===== config.mk =====
export PLATFORM = sky130hd
export DESIGN_NAME = fp_share_arb
export DESIGN_NICKNAME = d
export VERILOG_FILES = /design/src/rtl/fp_share_arb.sv
export SDC_FILE = /design/constraint.sdc
export NUM_CORES = 1
export LEC_CHECK = 0
export CELL_PAD_IN_SITES_DETAIL_PLACEMENT = 1
export CELL_PAD_IN_SITES_GLOBAL_PLACEMENT = 2
export CORE_MARGIN = 3
export CORE_UTILIZATION = 29
export DETAILED_ROUTE_END_ITERATION = 6
export HOLD_SLACK_MARGIN = 0.15
export PLACE_DENSITY = 0.83
export SLEW_MARGIN = 20
export SYNTH_ARGS = -nofsm -noshare
export SYNTH_HDL_FRONTEND = slang
export SYNTH_SLANG_ARGS = --single-unit
export TNS_END_PERCENT = 100

===== constraint.sdc =====
create_clock -name CLK -period 2.9 [get_ports CLK]
set_input_delay 0.58 -clock CLK [delete_from_list [all_inputs] [get_ports CLK]]
set_output_delay 0.58 -clock CLK [all_outputs]
set_load 0.01 [all_outputs]

===== src/rtl/fp_share_arb.sv =====
// fp_share_arb -- arbiter/sequencer that shares one pipelined FP mul/add
// datapath among the three branch inputs of a radix-3 butterfly.
//
// It picks one requester per cycle and drives the operand mux select and
// the common stage-advance enable. A valid/tag pipeline runs alongside the
// datapath, so each result comes out tagged with the branch that issued it.
// When the consumer is not ready and a result is waiting, every stage
// freezes.
//
// Ports
//   CLK       clock, rising edge
//   RST       asynchronous, active-high reset
//   REQ[2:0]  per-branch request; operands held stable while high
//   GNT[2:0]  one-hot grant (combinational); operands sampled on that edge
//   SEL[1:0]  encoded granted index, 0 when there is no grant
//   EN        stage-advance enable for every datapath register
//   OUT_RDY   consumer ready
//   OUT_VAL   result valid at the last stage
//   OUT_TAG   branch index of the presented result
//   INFLIGHT  count of valid pipeline entries, 0..LAT
//
// Parameter LAT (2..8) sets the datapath depth, which is also the fixed
// latency from grant to result.
//
// Build option FP_ARB_RR_EN: when it is defined, a pointer rotates the
// priority (round-robin). When it is undefined, priority is fixed with
// REQ[0] highest and the pointer is tied to 0.
module fp_share_arb #(
  parameter int LAT = 4
) (
  input  logic       CLK,
  input  logic       RST,
  input  logic [2:0] REQ,
  output logic [2:0] GNT,
  output logic [1:0] SEL,
  output logic       EN,
  input  logic       OUT_RDY,
  output logic       OUT_VAL,
  output logic [1:0] OUT_TAG,
  output logic [3:0] INFLIGHT
);

  logic [LAT-1:0]      vld_pipe;
  logic [LAT-1:0][1:0] tag_pipe;
  logic                stall, granted, consume;
  logic [1:0]          ptr;
  logic [2:0]          rot;
  logic [1:0]          off;
  logic [2:0]          sum;
  logic [1:0]          idx;
  logic                hit;

  assign OUT_VAL = vld_pipe[LAT-1];
  assign OUT_TAG = tag_pipe[LAT-1];
  assign stall   = OUT_VAL & ~OUT_RDY;
  assign EN      = ~stall;
  assign granted = |GNT;
  assign consume = OUT_VAL & OUT_RDY;

  // Rotate the requests so that the pointer's branch lands at bit 0.
  // rot[k] = REQ[(ptr+k) mod 3].
  always_comb begin
    case (ptr)
      2'd1:    rot = {REQ[0], REQ[2], REQ[1]};
      2'd2:    rot = {REQ[1], REQ[0], REQ[2]};
      default: rot = REQ;
    endcase
  end

  always_comb begin
    hit = 1'b1;
    off = 2'd0;
    if (rot[0])      off = 2'd0;
    else if (rot[1]) off = 2'd1;
    else if (rot[2]) off = 2'd2;
    else             hit = 1'b0;
  end

  // Map the offset back to an absolute index: (ptr + off) mod 3.
  assign sum = {1'b0, ptr} + {1'b0, off};
  assign idx = (sum >= 3'd3) ? 2'(sum - 3'd3) : sum[1:0];

  always_comb begin
    GNT = '0;
    SEL = '0;
    if (hit && !stall) begin
      SEL = idx;
      GNT = 3'(3'b001 << idx);
    end
  end

`ifdef FP_ARB_RR_EN
  // The granted branch drops to lowest priority for the next grant.
  always_ff @(posedge CLK or posedge RST) begin
    if (RST)          ptr <= 2'd0;
    else if (granted) ptr <= (SEL == 2'd2) ? 2'd0 : SEL + 2'd1;
  end
`else
  assign ptr = 2'd0;
`endif

  // Bubbles shift along with data. A stall freezes the whole pipe, so an
  // entry's latency grows by exactly the number of stall cycles.
  always_ff @(posedge CLK or posedge RST) begin
    if (RST) begin
      vld_pipe <= '0;
      tag_pipe <= '0;
      INFLIGHT <= '0;
    end else if (EN) begin
      vld_pipe <= {vld_pipe[LAT-2:0], granted};
      tag_pipe <= {tag_pipe[LAT-2:0], SEL};
      if (granted && !consume)      INFLIGHT <= INFLIGHT + 4'd1;
      else if (consume && !granted) INFLIGHT <= INFLIGHT - 4'd1;
    end
  end

endmodule


==> impl_summary.txt <==
----------------------------------------------------
[Clocking]
  Clock sink count ... 16
  Number of buffers created by CTS ... 3
  CTS Root Cell ... sky130_fd_sc_hd__clkbuf_4
  Clock latency at the later pin of the worst-skew pair ... 0.28 ns
  H-Tree Level Count ... 1
  Clk pin slew, worst setup/hold paths ... 0.10 ns
  Maximum clock path buffer count ... 2
  Hold buffer count at CTS ... 0
  Clock tree from TritonCTS ... built

[Routing]
  Remaining number of nets flagged by the antenna check after routing ... 0
  Via count ... 663
  Number of remaining DRC errors ... 0
  Number of vias per cell ... 4.669
  DR pass1 iterations ... 5
  Violation count after the first detailed-routing iteration ... 19
  Detailed Route WL ... 1.853 mm
  Average detailed-routed wire length per instance ... 13.05 um

[Worst setup path]
  Reg2reg path depth ... 11
  Data arrival time at the worst-slack endpoint ... 2.18 ns
  Slowest cell delay on critical path ... 0.48 ns
  Maximum fanout encountered on the critical timing path ... 2
  Cell with the most instances on the worst path ... sky130_fd_sc_hd__clkdlybuf4s50_1
  Startpoint type of the worst setup path ... input port
  Path length in cells of the critical path ... 5
  Worst setup EP type ... output pin
  Crit-path leading delay family ... buffers and inverters
  Critical-path cell list ... clkdlybuf4s50_1 > nor3b_4 > ha_4 > and2_1 > clkdlybuf4s50_1
  Crit path required time ... 2.32 ns
  Slowest stage cell on the critical path ... sky130_fd_sc_hd__clkdlybuf4s50_1
  Worst Setup Path Type ... input port to output pin
  Number of buffers and inverters on the critical path ... 2

[Cells and area]
  Area added between synthesis and finish ... 46.52%
  Final net count ... 125
  Proportion of layout cells with a drive suffix above 1 ... 25.89%
  Most common cell after layout, fill and taps aside ... sky130_fd_sc_hd__nand2_1
  Total inserted antenna cells ... 0
  Most used cells in the layout excluding fill and tap cells ... sky130_fd_sc_hd__nand2_1, sky130_fd_sc_hd__dfrtp_1, sky130_fd_sc_hd__clkdlybuf4s50_1
  Final core area utilization ... 46.20%

[Pwr]
  Pwr dens ... 927.7 nW/um^2
  PnR Total Power ... 1.100 mW
  Static leakage ... 0.5905 nW
  Worst vdd rail ir drop ... 0.0004428 V

[STA]
  Layout Skew ... 0.002635 ns
  Number of max-slew violations in the final report ... 0
  Min Tclk post-route ... 2.757 ns
  Maximum clock frequency ... 362.7 MHz
  Setup violation total in the final timing report ... 0
  Hold Fails Final Rpt ... 0
  Period utilisation layout ... 95.08%
  Headroom to the max-slew limit ... 59.13%
  Transition time at the pin with the least slew margin ... 0.6124 ns

[Synth]
  FF+latch count, synth ... 16
  Synthesized instance count ... 83
  Share of synthesized area occupied by flip-flops and latches ... 49.46%
  Syn Area/Cell ... 9.753 um^2
  Nets in the synthesized netlist ... 95
  Unique masters post-synth ... 26
  Count of warnings emitted by yosys ... 0
  Synthesized area ... 809.5 um^2

[Job]
  Max capacitance violation total ... 0

[Die]
  Row Count ... 18
  Area of the die ... 3462 um^2
  Starting utilization of the core area ... 31.53%
  Number of top-level design ports ... 19
  Horizontal extent of the die ... 58.84 um
  Die boundary height ... 58.84 um
  Core Region ... 2567 um^2

[Global route]
  Global-route wire length before repair ... 3.229 mm
  Total GRT Usage ... 12.01%
  Met2 demand-to-capacity share in global routing ... 22.08%
  Peak-usage layer in the global routing report ... met2
  Antenna violations before repair ... 0
  Met3 track demand over resource ... 2.193%
  Leftover overflow at the end of global routing ... 0
  Vias in the first global route ... 762
  Met1 Usage GRT ... 13.43%
  Pin count of the biggest net entering global routing ... 17

[Placed design]
  Estimated wirelength of the detail-placed design ... 1.378 mm
  Final weighted congestion in routability-driven placement ... 0.6891
  Total of buffers placed on input and output ports ... 18

[Min path]
  Worst Hold Depth ... 1
  Hold Crit Class ... flop to flop

[Outcome]
  Run status ... finished, final reports clean

----------------------------------------------------
synth_stat cells:
cell type                    n  area [um^2]
sky130_fd_sc_hd__nand2_1    26        97.59
sky130_fd_sc_hd__dfrtp_1    16        400.4
sky130_fd_sc_hd__ha_1        5        62.56
sky130_fd_sc_hd__buf_4       4        30.03
sky130_fd_sc_hd__and2_1      3        18.77
sky130_fd_sc_hd__nor2_1      3        11.26
sky130_fd_sc_hd__a21o_1      2        15.01
sky130_fd_sc_hd__inv_1       2        7.510
sky130_fd_sc_hd__nand2b_1    2        12.51
sky130_fd_sc_hd__nor3_1      2        10.01
sky130_fd_sc_hd__o21ai_0     2        10.01
sky130_fd_sc_hd__xnor2_1     2        17.52
sky130_fd_sc_hd__a2111oi_2   1        15.01
sky130_fd_sc_hd__a21oi_1     1        5.000
sky130_fd_sc_hd__a21oi_2     1        8.760
sky130_fd_sc_hd__a31oi_1     1        6.260
sky130_fd_sc_hd__buf_2       1        5.000
sky130_fd_sc_hd__clkinv_1    1        3.750
sky130_fd_sc_hd__fa_1        1        20.02
sky130_fd_sc_hd__mux2_2      1        11.26
sky130_fd_sc_hd__nand3_1     1        5.000
sky130_fd_sc_hd__nand3b_1    1        7.510
sky130_fd_sc_hd__nor2_2      1        6.260
sky130_fd_sc_hd__nor2b_1     1        6.260
sky130_fd_sc_hd__nor3b_1     1        7.510
sky130_fd_sc_hd__xor2_1      1        8.760
path summary, 6_finish.rpt:
kind / start / endpoint / slack (ns)
min: INFLIGHT[3] / INFLIGHT[3] / 0.47
min in group asynchronous: RST / INFLIGHT[3] / 0.66
max in group asynchronous: RST / tag_pipe[1] / 1.84
min reg2reg: INFLIGHT[3] / INFLIGHT[3] / 0.47
max reg2reg: vld_pipe[3] / INFLIGHT[3] / 0.64
max: REQ[2] / GNT[0] / 0.14
cell families (layout without fill, tap and decap cells):
group	after synthesis	in the layout	synth area share, %
AOI/OAI and AO/OA	8	8	7.418
xor gates and xnor gates	3	3	3.246
adders and majority gates	6	6	10.20
buffers and inverters	8	37	5.718
DFF	16	16	49.46
muxes	1	1	1.391
and+or+nand+nor	41	41	22.57
through the flow:
step	std cells	setup TNS, ns	instance area [um^2]	hold slack, ns	setup slack (ns)
finish	142	0	1186	0.4739	0.1427
global route	142	-0.005036	1186	0.4960	-0.005036
CTS	142	0	1136	0.4808	0.04956
detailed placement	138	-1.076	1082	0.4636	-0.4625
global placement	138	-1.050	1082	0.4417	-0.4381
floorplan	83	0	809.5	0.4300	0.2578
power breakdown:
part | leakage (nW) | switching, mW | internal (mW) | total (mW)
clock | 0.0210 | 0.0700 | 0.0763 | 0.146
combinational | 0.371 | 0.254 | 0.321 | 0.575
sequential | 0.198 | 0.0687 | 0.310 | 0.379
total | 0.590 | 0.392 | 0.708 | 1.10
worst reg2reg max path: cells and delay by family, from the launching register on:
kind / cells / cell delay, ns
AO/OA/AOI/OAI: 4 / 0.63
XOR/XNOR: 1 / 0.13
adder cells (fa/ha/maj): 2 / 0.52
buffers and inverters: 1 / 0.06
flip-flops: 1 / 0.41
AND/OR/NAND/NOR: 3 / 0.43
layout make-up:
type,count,area (um^2)
Clock buffer,4,36.28
Fill cell,313,1381
Inverter,3,13.76
Multi-Input combinational cell,59,420.4
Sequential cell,16,400.4
Tap cell,30,37.54
Timing Repair Buffer,30,277.8
routing by layer:
| layer | wire, um | vias up |
|---|---|---|
| met1 | 741 | 318 |
| met3 | 72 | 2 |
| met4 | 11 | 0 |
| met2 | 1028 | 16 |
| met5 | 0 | - |
| li1 | - | 327 |
flip-flops by register name (all words and copies together) (netlist names):
name	count
tag_pipe	6
INFLIGHT	4
vld_pipe	4
OUT_TAG	2
repair_timing:
| item | in CTS | in global routing |
|---|---|---|
| gates cloned | 0 | 0 |
| setup buffers | 0 | 0 |
| setup endpoints to repair | 3 | 7 |
| pin swaps | 0 | 3 |
| resized for setup | 4 | 12 |
Power figures use the tool's default switching activity.
